[src/rtl/cook_timer.sv]
// Cook-time countdown and magnetron duty gating, downstream of the microwave control FSM.
// Counts whole seconds from a loaded duration and reports expiry back to the FSM.
module cook_timer #(
    parameter int TICKS_PER_SEC = 50000000
) (
    input  logic        clock,
    input  logic        reset,
    input  logic        enDuration,
    input  logic [15:0] inDuration,
    input  logic        enHeatingLevel,
    input  logic [1:0]  inHeatLevel,
    input  logic        enOut,
    input  logic        enEnd,
    input  logic        enReset,
    output logic        doneCount,
    output logic [15:0] timeLeft,
    output logic        magnetronOn,
    output logic        lampOn,
    output logic        doneLed,
    output logic        secTick
);

    localparam int PRE_W = $clog2(TICKS_PER_SEC);
    localparam logic [PRE_W-1:0] PRE_LAST = PRE_W'(TICKS_PER_SEC - 1);

    logic [15:0]      count_q, count_d;
    logic [1:0]       level_q, level_d;
    logic             armed_q, armed_d;
    logic             done_q, done_d;
    logic [PRE_W-1:0] pre_q, pre_d;
    logic [1:0]       phase_q, phase_d;
    logic             mag_q, mag_d;
    logic             lamp_q, lamp_d;
    logic             led_q, led_d;
    logic             tick_q, tick_d;

    logic running;
    logic hold_ok;

    assign running = enOut & armed_q & ~done_q;
    // Loads are accepted only while not actively cooking, so a held enDuration cannot restart a run.
    assign hold_ok = ~enOut | ~armed_q;

    always_comb begin
        count_d = count_q;
        level_d = level_q;
        armed_d = armed_q;
        done_d  = done_q;
        pre_d   = pre_q;
        phase_d = phase_q;
        mag_d   = running & (phase_q <= level_q);
        lamp_d  = running;
        led_d   = enEnd;
        tick_d  = 1'b0;

        if (enReset) begin
            count_d = '0;
            level_d = '0;
            armed_d = 1'b0;
            done_d  = 1'b0;
            pre_d   = '0;
            phase_d = '0;
        end else begin
            if (enHeatingLevel & hold_ok) begin
                level_d = inHeatLevel;
            end
            if (enDuration & hold_ok) begin
                count_d = inDuration;
                armed_d = 1'b1;
                done_d  = 1'b0;
                pre_d   = '0;
                phase_d = '0;
            end else if (running) begin
                // A zero duration expires immediately instead of wrapping below zero.
                if (count_q == 16'd0) begin
                    done_d = 1'b1;
                end else if (pre_q == PRE_LAST) begin
                    pre_d   = '0;
                    count_d = count_q - 16'd1;
                    phase_d = phase_q + 2'd1;
                    tick_d  = 1'b1;
                    if (count_q == 16'd1) begin
                        done_d = 1'b1;
                    end
                end else begin
                    pre_d = pre_q + PRE_W'(1);
                end
            end
        end
    end

    always_ff @(posedge clock or posedge reset) begin
        if (reset) begin
            count_q <= '0;
            level_q <= '0;
            armed_q <= 1'b0;
            done_q  <= 1'b0;
            pre_q   <= '0;
            phase_q <= '0;
            mag_q   <= 1'b0;
            lamp_q  <= 1'b0;
            led_q   <= 1'b0;
            tick_q  <= 1'b0;
        end else begin
            count_q <= count_d;
            level_q <= level_d;
            armed_q <= armed_d;
            done_q  <= done_d;
            pre_q   <= pre_d;
            phase_q <= phase_d;
            mag_q   <= mag_d;
            lamp_q  <= lamp_d;
            led_q   <= led_d;
            tick_q  <= tick_d;
        end
    end

    assign doneCount   = done_q;
    assign timeLeft    = count_q;
    assign magnetronOn = mag_q;
    assign lampOn      = lamp_q;
    assign doneLed     = led_q;
    assign secTick     = tick_q;

endmodule

[config.mk]
export PLATFORM = sky130hd
export DESIGN_NAME = cook_timer
export DESIGN_NICKNAME = d
export VERILOG_FILES = /design/src/rtl/cook_timer.sv
export SDC_FILE = /design/constraint.sdc
export NUM_CORES = 1
export LEC_CHECK = 0
export BUFFER_PORTS_ARGS = -buffer_cell sky130_fd_sc_hd__buf_4
export CAP_MARGIN = 20
export CORE_ASPECT_RATIO = 2
export CORE_MARGIN = 4
export CORE_UTILIZATION = 25
export CTS_BUF_LIST = sky130_fd_sc_hd__clkbuf_8
export DETAILED_ROUTE_END_ITERATION = 12
export GPL_ROUTABILITY_DRIVEN = 0
export GPL_TIMING_DRIVEN = 0
export PLACE_DENSITY = 0.45
export SYNTH_ARGS = -nofsm -noshare
export SYNTH_HDL_FRONTEND = slang
export SYNTH_SLANG_ARGS = --single-unit
[constraint.sdc]
create_clock -name clock -period 3.29 [get_ports clock]
set_input_delay 0.658 -clock clock [delete_from_list [all_inputs] [get_ports clock]]
set_output_delay 0.658 -clock clock [all_outputs]
set_load 0.01 [all_outputs]
## After elaboration in Yosys (flattened, before gate mapping)

Cells that the tools add are included.
Widths: inputs -> output; s select.

| storage, ports and cells | value |
|---|---|
| word-level logic and storage cells | 66 |
| bits of input ports | 25 |
| ROM bits | 0 |
| memory bits (writable) | 0 |
| register bits | 52 |
| bits in latches | 0 |
| output and inout bits | 21 |
| memories | 0 |

| cells by class | value |
|---|---|
| order comparisons | 1 |
| muxes and demuxes | 30 |
| div/mod/pow operators | 0 |
| shift operators | 0 |
| reductions and logical operators | 10 |
| multiply operators | 0 |
| eq/ne operators | 3 |
| bitwise operators | 9 |
| $add $sub $neg | 3 |

Operator list:

| operator | number |
|---|---|
| $mux 26 | 5 |
| $mux 16 | 5 |
| $add 26x1->26 const B | 1 |
| $eq 26x26->1 const B | 1 |
| $eq 16x1->1 const B | 1 |
| $logic_not 16->1 | 1 |
| $sub 16x1->16 const B | 1 |
| $mux 2 | 7 |
| $mux 1 | 13 |
| $reduce_bool 4->1 | 2 |
| $reduce_and 3->1 | 2 |
| $reduce_bool 3->1 | 2 |
| $and 1x1->1 | 5 |
| $reduce_bool 2->1 | 2 |
| $ne 3x3->1 const B | 1 |
| $not 1->1 | 3 |
| $add 2x1->2 const B | 1 |
| $le 2x2->1 | 1 |
| $reduce_and 2->1 | 1 |
| $or 1x1->1 | 1 |

## Logic depth before layout (Yosys ltp)

Gate-level depths: netlist of run 1.

| depth | value |
|---|---|
| depth after elaboration | 7 |
| mapped depth | 9 |
| mapped depth without buffers | 8 |

## Worst setup path before layout of run 1

No wires, ideal clock.

| path | value |
|---|---|
| path type | register -> register |
| from | register pre_q[8] |
| to | register count_q[0] (netlist: timeLeft[0]) |
| setup slack | 1.054 ns |
| path buffers | 2 |
| data required time | 3.148 ns |
| clock period less this slack | 2.236 ns |
| stages on the path, launching flop included | 9 |
| data arrival time | 2.094 ns |
| setup time | 0.142 ns |
| path through | dfrtp_1 -> or4_4 -> nor4_4 -> and3_1 -> buf_2 -> nand2_1 -> nand2_1 -> buf_2 -> o22ai_1 |

| on the way | value |
|---|---|
| longest elaborated chain between the ends | 3 |

Ends and longest elaborated chain:

| what | line | source |
|---|---|---|
| start, declared | 30 | `logic [PRE_W-1:0] pre_q, pre_d;` |
| start signal, assigned | 109 | `pre_q <= pre_d;` |
| $eq 26x26->1 | 77 | `end else if (pre_q == PRE_LAST) begin` |
| $reduce_bool 3->1 (no line) | n/a |  |
| $reduce_and 3->1 (no line) | n/a |  |
| end signal, assigned | 105 | `count_q <= count_d;` |
| end, declared | 26 | `logic [15:0] count_q, count_d;` |

Every way passes these cells.
A chain may end at the register's enable or synchronous reset.

## Final worst setup path of run 1

| path | value |
|---|---|
| from | register count_q[0] (netlist: timeLeft[0]) |
| to | register count_q[13] (netlist: timeLeft[13]) |

| on the way | value |
|---|---|
| longest elaborated chain between the ends | 6 |
| elaborated cells on any way between the ends | 9 |
| classes of those cells | 1 x add/sub; 1 x eq/ne; 5 x mux; 2 x reduce/logical |

Ends and longest elaborated chain:

| what | line | source |
|---|---|---|
| $sub 16x1->16 | 79 | `count_d = count_q - 16'd1;` |
| $mux 16 | 77 |  |
| $mux 16 | 75 | `if (count_q == 16'd0) begin` |
| $mux 16 | 73 | `end else if (running) begin` |
| $mux 16 | 67 | `if (enDuration & hold_ok) begin` |
| $mux 16 | 56 | `if (enReset) begin` |

Parallel ways exist; a longest one is shown, timed or not. The select of a mux whose other input is x is not followed.

==> results of run 1 <==
-- metal layers --
metal  wire [µm]  track usage
met1        3080        0.126
met2        5320        0.277
met3         237       0.0214
met4         308       0.0663
met5           0            0
-- sequential cells by signal, indices dropped and copies added, names as in the netlist --
register	count
pre_q	26
timeLeft	16
level_q	2
phase_q	2
armed_q	1
doneCount	1
doneLed	1
lampOn	1
magnetronOn	1
secTick	1
-- critical path, delay by kind of cell, from the launching register on --
family	cells	cell delay (ps)
DFF	1	470
adders and majority gates	1	200
buffers and inverters	1	110
and+or+nand+nor	3	990
AOI/OAI and AO/OA	3	1080
-- cell type report --
class / count / area [µm²]
flip-flops and latches: 52 / 1300
well taps: 142 / 178
inverters: 11 / 41.3
clock buffers: 6 / 82.6
repair buffers: 45 / 350
plain buffers: 11 / 90.1
fillers: 1230 / 7850
clock inverters: 2 / 15.0
multi-input cells: 248 / 1520
-- final timing paths --
| kind | endpoint | slack [ps] | cells after the start |
|---|---|---|---|
| min in group clock | doneLed | 440 | 1 |
| hold / removal | timeLeft[12] | 350 | 2 |
| max in group asynchronous | pre_q[7] | 2370 | 3 |
| setup reg to reg | timeLeft[13] | 290 | 8 |
| hold reg to reg | level_q[1] | 540 | 2 |
| setup / recovery | timeLeft[13] | 290 | 8 |
-- power breakdown --
part	internal, mW	switching [mW]	total [mW]
clock	0.171	0.241	0.412
sequential	0.658	0.0279	0.686
combinational	0.0914	0.134	0.226
total	0.921	0.403	1.32
-- stage by stage --
stage,utilization,total power [mW]
floorplan,-,0.825
global placement,0.303,0.925
detailed placement,0.304,0.929
CTS,0.313,1.35
global route,0.313,1.40
finish,0.313,1.32
-- cell families (layout without fill, tap and decap cells) --
group                      after synthesis  after routing  synth area share
and+or+nand+nor                        165            165             0.293
buffers and inverters                   22             75            0.0446
adders and majority gates                5              5            0.0212
xor gates and xnor gates                33             33            0.0980
DFF                                     52             52             0.441
AOI/OAI and AO/OA                       45             45             0.101
-- layout by cell type, fill, tap and decap left out, types with 3 or more instances in the layout --
master / count
o22ai_1: 4
inv_1: 9
buf_2: 3
ha_1: 5
nand3_1: 14
nor2_1: 61
o21ai_0: 7
and3_1: 6
nor3_1: 10
dfrtp_1: 52
a211oi_1: 7
or4_1: 4
clkbuf_8: 10
xor2_1: 11
a21oi_1: 17
nor4_1: 14
nand4_1: 10
buf_4: 44
clkbuf_1: 3
xnor2_1: 22
nand2_1: 26
==> results.md, run 1 <==
- Setup WS pre-CTS: between 200 and 300 ps
- RSZ-0062 raised after global routing: false
- Post-CTS sizing: 0
- Placed cell area: 0.00348 mm²
- Post-Syn Instances: roughly 320
- MaxCap Viol Count: 0
- CP Data Arrival Time: 3190 ps
- Routed Antenna Nets: 0
- Share of layout cells above drive strength 1: 0.197
- Syn avg cell area: 9.15 µm²
- Final nets: 404
- Final setup viols: 0
- Status: complete, no violations
- Syn_nets: 352
- CTS Root Cell: clkbuf_8
- Drt pass-1 iters: 4
- GRT overflow: 0
- Placed cells: ~500
- Layout Skew: 10.9 ps
- Die H: about 160 µm
- VDD IR max: 0.169 mV
- CP max stage cell: o21ai_0
- Routed WL: a little under 9000 µm
- Initial antenna violation count: 0
- Final hold violations: 0
- Die Wd: 84.8 µm
- Num CTS Buffers: 5
- Max-slew headroom: 0.422
- Slowest Stage Delay on Critical Path: approximately 540 ps
- CTS Sinks: 52
- Largest net degree at the start of global routing: 34
- Design area: 0.00357 mm²
- CTS tree: yes
- Slew Viols, Final: 0
- DR iter-0 viols: 93
- Worst hold margin: between 300 and 400 ps
- Synth Register Bits: 52
- Setup Fix Bufs, Post-CTS: 0
- TNS Setup: 0 ps
- Main synth FF type: dfrtp_1
- HP Class: input pin to async pin
- Tightest Pin Transition: 858 ps
- Via Count: roughly 2,600
- Synth warnings: 0
- Min Clock Period, post-route: 3000 ps
- CP cell instances: inv_1 -> ha_1 -> nor3b_1 -> nand4_1 -> o21ai_0 -> nor2_1 -> o21ai_0 -> o21ai_0
- Cell Pwr Density: 371 mW/mm²
- Cell Count, Final, Fillers Out: 517
- Startpoint types: flip-flop
- CTS Hold Bufs: 0
- Max Fclk: 333 MHz
- Post-synth EDFFs: 0
- Routed length per instance: 17.3 µm
- Top cells by count, synth: nor2_1 (61), dfrtp_1 (52), nand2_1 (26)
- Period utilization: 0.911
- Ys async rst share: 1.00
- Vias/cell: a little under 5
- Reg-to-reg startpoint: timeLeft[0]
- H-tree depth: 2
- Crit-path most repeated cell: o21ai_0
- Synth area leaders: dfrtp_1 (44%), nor2_1 (7.8%), xnor2_1 (6.5%)
- Core area: 0.0114 mm²
- First-pass GRT wire length: 14,400 µm
- Synth top area share: 0.441
- Clk buf depth: 2
- Overall global routing resource usage: 0.137
- Vias in the first global route: 2,729
- Synth cell types: 46
- Layout overhead on the synthesized area: 21.2%
- FP Rows: 55
- Critical path endpoint category: flip-flop
- ANT cells: 0
- Final worst slack: 291 ps
- Most numerous cell in the Yosys netlist: nor2_1
- Critical path origin: timeLeft[0]
- Die area: ~0.014 mm²
- Sequential share of the synthesized area: 0.441
- Worst-path clk slew: 110 ps
- Largest fanout on the critical path: 6
- Lkg Pwr: 1.43 nW
- Initial Util: 0.258
- # port buffers: 44
- IO Count: 46
- Clock latency at the later pin of the worst-skew pair: 330 ps
- Detailed Place HPWL: around 7000 µm
- DRC Markers: 0
- Cell area after synthesis: 0.00295 mm²
- Req. time, crit path: 3480 ps
- Synth area leader: dfrtp_1
- Critical path class: flip-flop to flip-flop
No activity file was read; power rests on OpenSTA's default activity.
==> run 2: changes to the inputs <==
- MAX_ROUTING_LAYER: default -> met4
==> run 2 against run 1 <==
Effect of this change: clock skew shrank 1.2 ps; non-clock buffer count stayed put; sequential share of layout area unchanged; utilization did not move; wire length shrank 0.15%; largest power group unchanged; clock-buffer cell count did not move; design area did not move; register-to-register slack hardly changed; combinational power is essentially flat; worst setup slack improved by 1.9 ps; worst hold slack improved by 0.53 ps.
==> results.md, run 2 (synthesized netlist as in run 1, its figures left out) <==
- Die H: 162 µm
- Clk buf depth: 2
- Cell Pwr Density: 371 mW/mm²
- Tightest Pin Transition: 850 ps
- GRT overflow: 0
- Vias/cell: 4.97
- Layout overhead on the synthesized area: 21.2%
- H-tree depth: 2
- Initial Util: 0.258
- Max-slew headroom: 0.428
- Die Wd: around 85 µm
- # port buffers: between 40 and 50
- Critical path origin: timeLeft[0]
- Largest fanout on the critical path: 6
- Biggest register: pre_q
- Min Clock Period, post-route: 3000 ps
- Setup Fix Bufs, Post-CTS: 0
- Commonest non-fill, non-tap cell in the layout: nor2_1
- First-pass GRT wire length: 14,500 µm
- Worst hold margin: 355 ps
- Slew Viols, Final: 0
- Reg-to-reg startpoint: timeLeft[0]
- Lkg Pwr: 1.43 nW
- Status: complete, no violations
- IO Count: between 40 and 50
- MaxCap Viol Count: 0
- RSZ-0062 raised after global routing: false
- Vias in the first global route: 2,717
- Setup WS pre-CTS: ~270 ps
- Drt pass-1 iters: 4
- Clock latency at the later pin of the worst-skew pair: 320 ps
- Placed cell area: between 0.003 and 0.004 mm²
- Routed length per instance: 17.3 µm
- Startpoint types: flip-flop
- Post-CTS sizing: 0
- Share of layout cells above drive strength 1: 0.197
- ANT cells: 0
- CTS Root Cell: clkbuf_8
- Via Count: 2,568
- Final worst slack: 293 ps
- Num CTS Buffers: 5
- Final setup viols: 0
- Overall global routing resource usage: 0.140
- VDD IR max: 0.169 mV
- Die area: between 0.01 and 0.015 mm²
- Final nets: 404
- Detailed Place HPWL: approximately 7000 µm
- Largest net degree at the start of global routing: 34
- Routed Antenna Nets: 0
- DRC Markers: 0
- CTS tree: yes
- FP Rows: 55
- Max reg flops: 26
- Most frequent cells in the layout: nor2_1 (61), dfrtp_1 (52), buf_4 (44)
- Max Fclk: 334 MHz
- CTS Hold Bufs: 0
- DR iter-0 viols: 87
- Final hold violations: 0
- Worst-path clk slew: 110 ps
- CP Data Arrival Time: 3180 ps
- Layout Skew: 9.65 ps
- Routed WL: between 8000 and 9000 µm
- Critical path endpoint category: flip-flop
- Initial antenna violation count: 0
- Period utilization: 0.911
- TNS Setup: 0 ps
- Core area: 0.0114 mm²
- CTS Sinks: 52
- HP Class: input pin to async pin
- Design area: 0.00357 mm²
- Req. time, crit path: 3480 ps
- Critical path class: flip-flop to flip-flop
-- run 2: area by class of cell --
type / instances / area, µm²
Sequential cell: 52 / 1300
Clock inverter: 2 / 15.0
Fill cell: 1230 / 7850
Inverter: 11 / 41.3
Multi-Input combinational cell: 248 / 1520
Buffer: 11 / 90.1
Clock buffer: 6 / 82.6
Tap cell: 142 / 178
Timing Repair Buffer: 45 / 350
-- run 2: final timing paths --
path	to	slack, ps	cells past startpoint
worst max-delay path	timeLeft[13]	290	8
worst min-delay path	timeLeft[15]	360	2
worst max register to register	timeLeft[13]	290	8
worst min register to register	level_q[1]	540	2
max in group asynchronous	magnetronOn	2380	3
min in group clock	doneLed	440	1
-- run 2: critical path, cell delays in order, from the launching register on --
cell     delay, ps
dfrtp_1        460
inv_1          110
ha_1           210
nor3b_1        510
nand4_1        340
o21ai_0        360
nor2_1         140
o21ai_0        540
o21ai_0        180
-- run 2: report_power, final --
part           total (mW)  internal [mW]  switching [mW]  leakage, nW
registers           0.686          0.658          0.0279        0.707
logic               0.226         0.0914           0.134        0.684
clock network       0.413          0.171           0.242       0.0434
-- run 2: routing by layer --
| layer | vias to the layer above | part of all wire | GRT usage |
|---|---|---|---|
| li1 | 1242 | - | - |
| met1 | 1245 | 0.34 | 0.127 |
| met2 | 62 | 0.60 | 0.276 |
| met3 | 19 | 0.031 | 0.0214 |
| met4 | 0 | 0.035 | 0.0663 |
| met5 | - | 0 | - |
-- run 2: through the flow --
step           std cells  total power, mW   util
6_report             517             1.33  0.313
5_1_grt              517             1.40  0.313
4_1_cts              517             1.35  0.313
3_5_place_dp         509            0.929  0.304
3_3_place_gp         508            0.925  0.303
2_1_floorplan        322            0.825      -
